==> src/rtl/run_splitter_2.sv <==
// Deals one tuple stream into two show-ahead lane FIFOs as alternating runs, each closed by a key==0 terminator.
// Optional key-order checker enabled by defining RUN_SPLIT_CHECK_EN.

module run_splitter_2_lane #(
  parameter int DW    = 64,
  parameter int DEPTH = 16,
  parameter int AW    = $clog2(DEPTH)
) (
  input  logic          i_clk,
  input  logic          i_rst_n,
  input  logic          i_wr,
  input  logic [DW-1:0] i_wdata,
  input  logic          i_rd,
  output logic [DW-1:0] o_rdata,
  output logic          o_empty,
  output logic [AW:0]   o_free,
  output logic          o_wr_drop,
  output logic          o_rd_under
);
  logic [DW-1:0] mem [DEPTH];
  logic [AW:0]   wptr, rptr;
  logic          full, rd_ok, wr_ok;

  assign o_empty    = (wptr == rptr);
  assign full       = (wptr[AW] != rptr[AW]) && (wptr[AW-1:0] == rptr[AW-1:0]);
  assign rd_ok      = i_rd && !o_empty;
  // A pop in the same cycle frees the slot, so a write to a full lane still lands.
  assign wr_ok      = i_wr && (!full || rd_ok);
  assign o_wr_drop  = i_wr && !wr_ok;
  assign o_rd_under = i_rd && o_empty;
  assign o_free     = (AW+1)'(DEPTH) - (wptr - rptr);
  assign o_rdata    = o_empty ? '0 : mem[rptr[AW-1:0]];

  always_ff @(posedge i_clk)
    if (wr_ok) mem[wptr[AW-1:0]] <= i_wdata;

  always_ff @(posedge i_clk or negedge i_rst_n) begin
    if (!i_rst_n) begin
      wptr <= '0;
      rptr <= '0;
    end else begin
      if (wr_ok) wptr <= wptr + 1'b1;
      if (rd_ok) rptr <= rptr + 1'b1;
    end
  end
endmodule

module run_splitter_2 #(
  parameter int DATA_WIDTH = 64,
  parameter int KEY_WIDTH  = 32,
  parameter int RUN_LEN    = 8,
  parameter int FIFO_DEPTH = 16
) (
  input  logic                  i_clk,
  input  logic                  i_rst_n,
  input  logic [DATA_WIDTH-1:0] i_data,
  input  logic                  i_write,
  output logic                  o_ready,
  input  logic                  i_flush,
  output logic [DATA_WIDTH-1:0] o_data_1,
  output logic                  o_empty_1,
  input  logic                  i_read_1,
  output logic [DATA_WIDTH-1:0] o_data_2,
  output logic                  o_empty_2,
  input  logic                  i_read_2,
  output logic                  o_overrun,
  output logic                  o_underrun
`ifdef RUN_SPLIT_CHECK_EN
  ,
  output logic                  o_order_err
`endif
);
  localparam int NUM_LANES = 2;
  localparam int AW        = $clog2(FIFO_DEPTH);
  localparam int CW        = $clog2(RUN_LEN + 1);

  logic [NUM_LANES-1:0][DATA_WIDTH-1:0] lane_wdata, lane_rdata;
  logic [NUM_LANES-1:0][AW:0]           lane_free;
  logic [NUM_LANES-1:0]                 lane_wr, lane_rd, lane_empty, lane_drop, lane_under, lane_ready;
  logic [NUM_LANES-1:0]                 pt, pt_n;

  logic          lane, lane_n;   // 0 = lane 1, 1 = lane 2
  logic [CW-1:0] cnt, cnt_n, cnt_inc;
  logic          close, key_zero;

  assign key_zero = (i_data[KEY_WIDTH-1:0] == '0);
  assign cnt_inc  = cnt + 1'b1;
  assign lane_rd  = {i_read_2, i_read_1};

  always_comb begin
    close  = 1'b0;
    lane_n = lane;
    cnt_n  = cnt;
    if (i_write) begin
      if (key_zero) begin
        cnt_n  = '0;
        lane_n = ~lane;
      end else if (cnt_inc == CW'(RUN_LEN) || i_flush) begin
        close  = 1'b1;
        cnt_n  = '0;
        lane_n = ~lane;
      end else begin
        cnt_n = cnt_inc;
      end
    end else if (i_flush && cnt != '0) begin
      close  = 1'b1;
      cnt_n  = '0;
      lane_n = ~lane;
    end
  end

  // The run FSM toggles lanes on every close, so a pending terminator never shares a lane with a data write.
  genvar l;
  generate
    for (l = 0; l < NUM_LANES; l++) begin : g_lane
      logic data_hit;
      assign data_hit      = i_write && (lane == 1'(l));
      assign lane_wr[l]    = data_hit || pt[l];
      assign lane_wdata[l] = data_hit ? i_data : '0;
      assign pt_n[l]       = close && (lane == 1'(l));
      assign lane_ready[l] = (lane_free[l] >= (AW+1)'(3));

      run_splitter_2_lane #(.DW(DATA_WIDTH), .DEPTH(FIFO_DEPTH)) u_lane (
        .i_clk      (i_clk),
        .i_rst_n    (i_rst_n),
        .i_wr       (lane_wr[l]),
        .i_wdata    (lane_wdata[l]),
        .i_rd       (lane_rd[l]),
        .o_rdata    (lane_rdata[l]),
        .o_empty    (lane_empty[l]),
        .o_free     (lane_free[l]),
        .o_wr_drop  (lane_drop[l]),
        .o_rd_under (lane_under[l])
      );
    end
  endgenerate

  assign o_ready   = &lane_ready;
  assign o_data_1  = lane_rdata[0];
  assign o_data_2  = lane_rdata[1];
  assign o_empty_1 = lane_empty[0];
  assign o_empty_2 = lane_empty[1];

  always_ff @(posedge i_clk or negedge i_rst_n) begin
    if (!i_rst_n) begin
      lane       <= 1'b0;
      cnt        <= '0;
      pt         <= '0;
      o_overrun  <= 1'b0;
      o_underrun <= 1'b0;
    end else begin
      lane <= lane_n;
      cnt  <= cnt_n;
      pt   <= pt_n;
      if (|lane_drop)  o_overrun  <= 1'b1;
      if (|lane_under) o_underrun <= 1'b1;
    end
  end

`ifdef RUN_SPLIT_CHECK_EN
  logic [KEY_WIDTH-1:0] prev_key;

  // cnt==0 marks the first tuple of a run, which has nothing to compare against.
  always_ff @(posedge i_clk or negedge i_rst_n) begin
    if (!i_rst_n) begin
      prev_key    <= '0;
      o_order_err <= 1'b0;
    end else if (i_write && !key_zero) begin
      prev_key <= i_data[KEY_WIDTH-1:0];
      if (cnt != '0 && i_data[KEY_WIDTH-1:0] < prev_key) o_order_err <= 1'b1;
    end
  end
`endif
endmodule

==> config.mk <==
export PLATFORM = sky130hd
export DESIGN_NAME = run_splitter_2
export DESIGN_NICKNAME = d
export VERILOG_FILES = /design/src/rtl/run_splitter_2.sv
export SDC_FILE = /design/constraint.sdc
export NUM_CORES = 2
export LEC_CHECK = 0
export CAP_MARGIN = 25
export CORE_MARGIN = 2
export CORE_UTILIZATION = 45
export DETAILED_ROUTE_END_ITERATION = 6
export PLACE_DENSITY = 0.59
export SYNTH_ARGS = -nofsm -noshare
export SYNTH_HDL_FRONTEND = slang
export SYNTH_HIERARCHICAL = 1
export SYNTH_SLANG_ARGS = --single-unit
export TNS_END_PERCENT = 1
==> constraint.sdc <==
create_clock -name i_clk -period 8.1 [get_ports i_clk]
set_input_delay 1.62 -clock i_clk [delete_from_list [all_inputs] [get_ports i_clk]]
set_output_delay 1.62 -clock i_clk [all_outputs]
set_load 0.005 [all_outputs]
==> impl_metrics.json <==
{
  "drc": 0,
  "cts_buffers": 208,
  "rows": 155,
  "hold_viol_final": 0,
  "clk_latency_ns": 0.87,
  "max_freq_mhz": 148,
  "drtAntennaViolNets": 0,
  "first_global_vias": 39400,
  "cts_tree": "built",
  "r2r_setup_slack_ns": 3.97,
  "die_w_um": 428,
  "grt_overflow_total": 0,
  "syn_nets": 3889,
  "n_fill_cell": 14100,
  "cts_root_buffer": "clkbuf_16",
  "combPwrFrac_pct": 32.4,
  "globalplace.congestion": 0.750,
  "place_hpwl_um": 107000,
  "cts.sinks": 2077,
  "synth_edf_count": 2048,
  "tns_ns": 0,
  "p_sw_uw": 10500,
  "first_iter_violations": 3655,
  "final_common_cell": "edfxtp_1",
  "synth_cells": 3790,
  "dr.pass1.iters": 5,
  "endpoint": "o_data_2[6]",
  "netlist_area_sq_um": 80700,
  "postSynth.asyncResetShare_pct": 1.40,
  "r2r-end": "g_lane[1].u_lane/mem[10][41]",
  "netlist_top_cells_area": "edfxtp_1 76%, mux4_2 14%, nand2_1 1.9%",
  "path_max_fanout": 45,
  "yosysTopAreaCell": "edfxtp_1",
  "die_h_um": 428,
  "required_ns": 6.48,
  "status": "finished clean",
  "io_pins": 203,
  "startpoint": "g_lane[1].u_lane/rptr[1]",
  "slew_violations": 0,
  "grt_first_pass_wirelength_um": 282000,
  "avgRoutedWirePerCell_um": 29.4,
  "synth_seq_cells": 2077,
  "avgSynthCellArea_sq_um": 21.3,
  "cts_buffer_depth": 3,
  "synthFlopType": "edfxtp_1",
  "yosysTopAreaCellShare_pct": 76.2,
  "period_share_pct": 83.6,
  "max_slew.worst_pin.slew_ns": 1.02,
  "cts_hold_buf": 0,
  "setup_viol": 0,
  "final_nets": 4184,
  "clkTransAtPathRegs_ns": 0.06,
  "finalCriticalPeriod_ns": 6.77,
  "synthDistinctLibCells": 49,
  "leakagePower_uw": 0.0302,
  "routed_wl_um": 195000,
  "io_buffers": 202,
  "via_count": 38300,
  "power_density_nw_per_um2": 369,
  "r2r-start": "lane",
  "end_kind": "primary output",
  "multiInputGateArea_sq_um": 17500,
  "die-area_sq_um": 183000,
  "critical_path_class": "flip-flop to primary output",
  "area_delta_synth_final_pct": 14.6,
  "final_cell_mix": "2048 x edfxtp_1, 512 x mux4_2, 400 x nand2_1",
  "peakVddDrop_v": 0.000343,
  "ys_seq_area_share_pct": 77.1,
  "post_cts_buffers": 0,
  "seq_power_share_pct": 40.5,
  "power.share.clock_pct": 27.1,
  "viasPerCell": 5.79,
  "p_int_uw": 23600,
  "clock-skew-final_ns": 0.0451,
  "antenna_found_initial": 9,
  "fin_cells": 6622,
  "crit_arrival_ns": 5.15,
  "rr_worst_depth": 7,
  "maxCapViolCount": 0,
  "start_util_pct": 45.2,
  "grt_max_degree": 116,
  "dpl.cell_count": 6230,
  "cp-start-kind": "flip-flop",
  "seq_area_sq_um": 62200,
  "cts-resized-gates": 0,
  "slew_headroom_pct": 31.9,
  "drive_gt1_share_pct": 22.5,
  "sw_frac_of_total_pct": 30.9,
  "synth_warnings": 6,
  "h-tree-depth": 4,
  "hold_path.class": "flip-flop to flip-flop",
  "grtUsageTotal_pct": 21.5,
  "grt_setup_unrepaired": "no",
  "core_area_sq_um": 178000
}
[per-stage QoR]
| stage | hold slack, ns | utilization (%) | total power, uW | instance area (sq um) | worst slack [ns] |
|---|---|---|---|---|---|
| global placement | 0.554 | 48.0 | 25200 | 85600 | 1.84 |
| CTS | 0.569 | 51.8 | 34700 | 92500 | 1.19 |
| detailed placement | 0.561 | 48.1 | 25400 | 85800 | 2.11 |
| floorplan | 0.458 | - | 20700 | 80700 | 0.455 |
| global route | 0.587 | 51.8 | 35700 | 92500 | 1.09 |
| finish | 0.573 | 51.8 | 34100 | 92500 | 1.33 |
[synth_stat cells, types with 23 or more instances]
cell,number
mux4_2,512
xnor2_1,23
buf_2,81
edfxtp_1,2048
nand2_1,400
nor2_1,29
a221o_1,126
ha_1,27
and3_1,70
nor2b_1,109
dfrtp_1,29
buf_6,24
inv_1,24
clkbuf_1,98
and2_1,67
[critical path, cell delays in order, from the launching register on]
cell and delay, ns:
dfrtp_4 0.95, ha_1 0.39, nand4_1 0.20, nand2b_1 0.29
inv_2 0.10, nor2_4 0.55, buf_16 0.24, buf_4 0.54
a221o_1 0.43, clkdlybuf4s50_1 0.57
[kinds of logic after synthesis]
group           share of synthesized area [%]
buf+inv                                  1.50
mux                                      14.4
xor+xnor                                0.312
compound gates                           1.82
flops                                    77.1
fa+ha+maj                               0.468
simple gates                             4.46
[state kept, by name, summed over array words and instances, names as in the netlist]
signal	count
g_lane.u_lane/mem	2048
g_lane.u_lane/rptr	10
g_lane.u_lane/wptr	10
cnt	4
pt	2
lane	1
o_overrun	1
o_underrun	1
[power by group through the flow]
stage	clock network, uW	registers, uW	logic, uW
floorplan	0	13700	7000
global placement	0	14000	11200
detailed placement	0	14100	11300
CTS	9470	13800	11400
global route	9900	13900	11900
finish	9260	13800	11100
[layer usage]
metal	GRT usage, %	routed length (um)
met4	8.06	7160
met5	0	31
met1	30.2	82600
met3	3.26	10300
met2	34.5	94900
[worst min-delay path by stage]
stage / to / from / depth (start not counted)
floorplan: o_underrun / o_underrun / 1
global placement: g_lane[1].u_lane/wptr[4] / g_lane[1].u_lane/wptr[4] / 1
detailed placement: g_lane[1].u_lane/wptr[4] / g_lane[1].u_lane/wptr[4] / 1
CTS: g_lane[1].u_lane/wptr[4] / g_lane[1].u_lane/wptr[4] / 1
global route: o_underrun / o_underrun / 1
finish: o_underrun / o_underrun / 1
[area by class of cell]
type / instances / area share [%]
multi-input combinational: 1471 / 19.0
clock buffer: 265 / 5.88
clock inverter: 122 / 1.26
timing repair buffer: 298 / 3.25
inverter: 29 / 0.124
sequential: 2077 / 67.3
tap: 2355 / 3.19
antenna: 5 / 0.0135
Power figures use the tool's default switching activity.
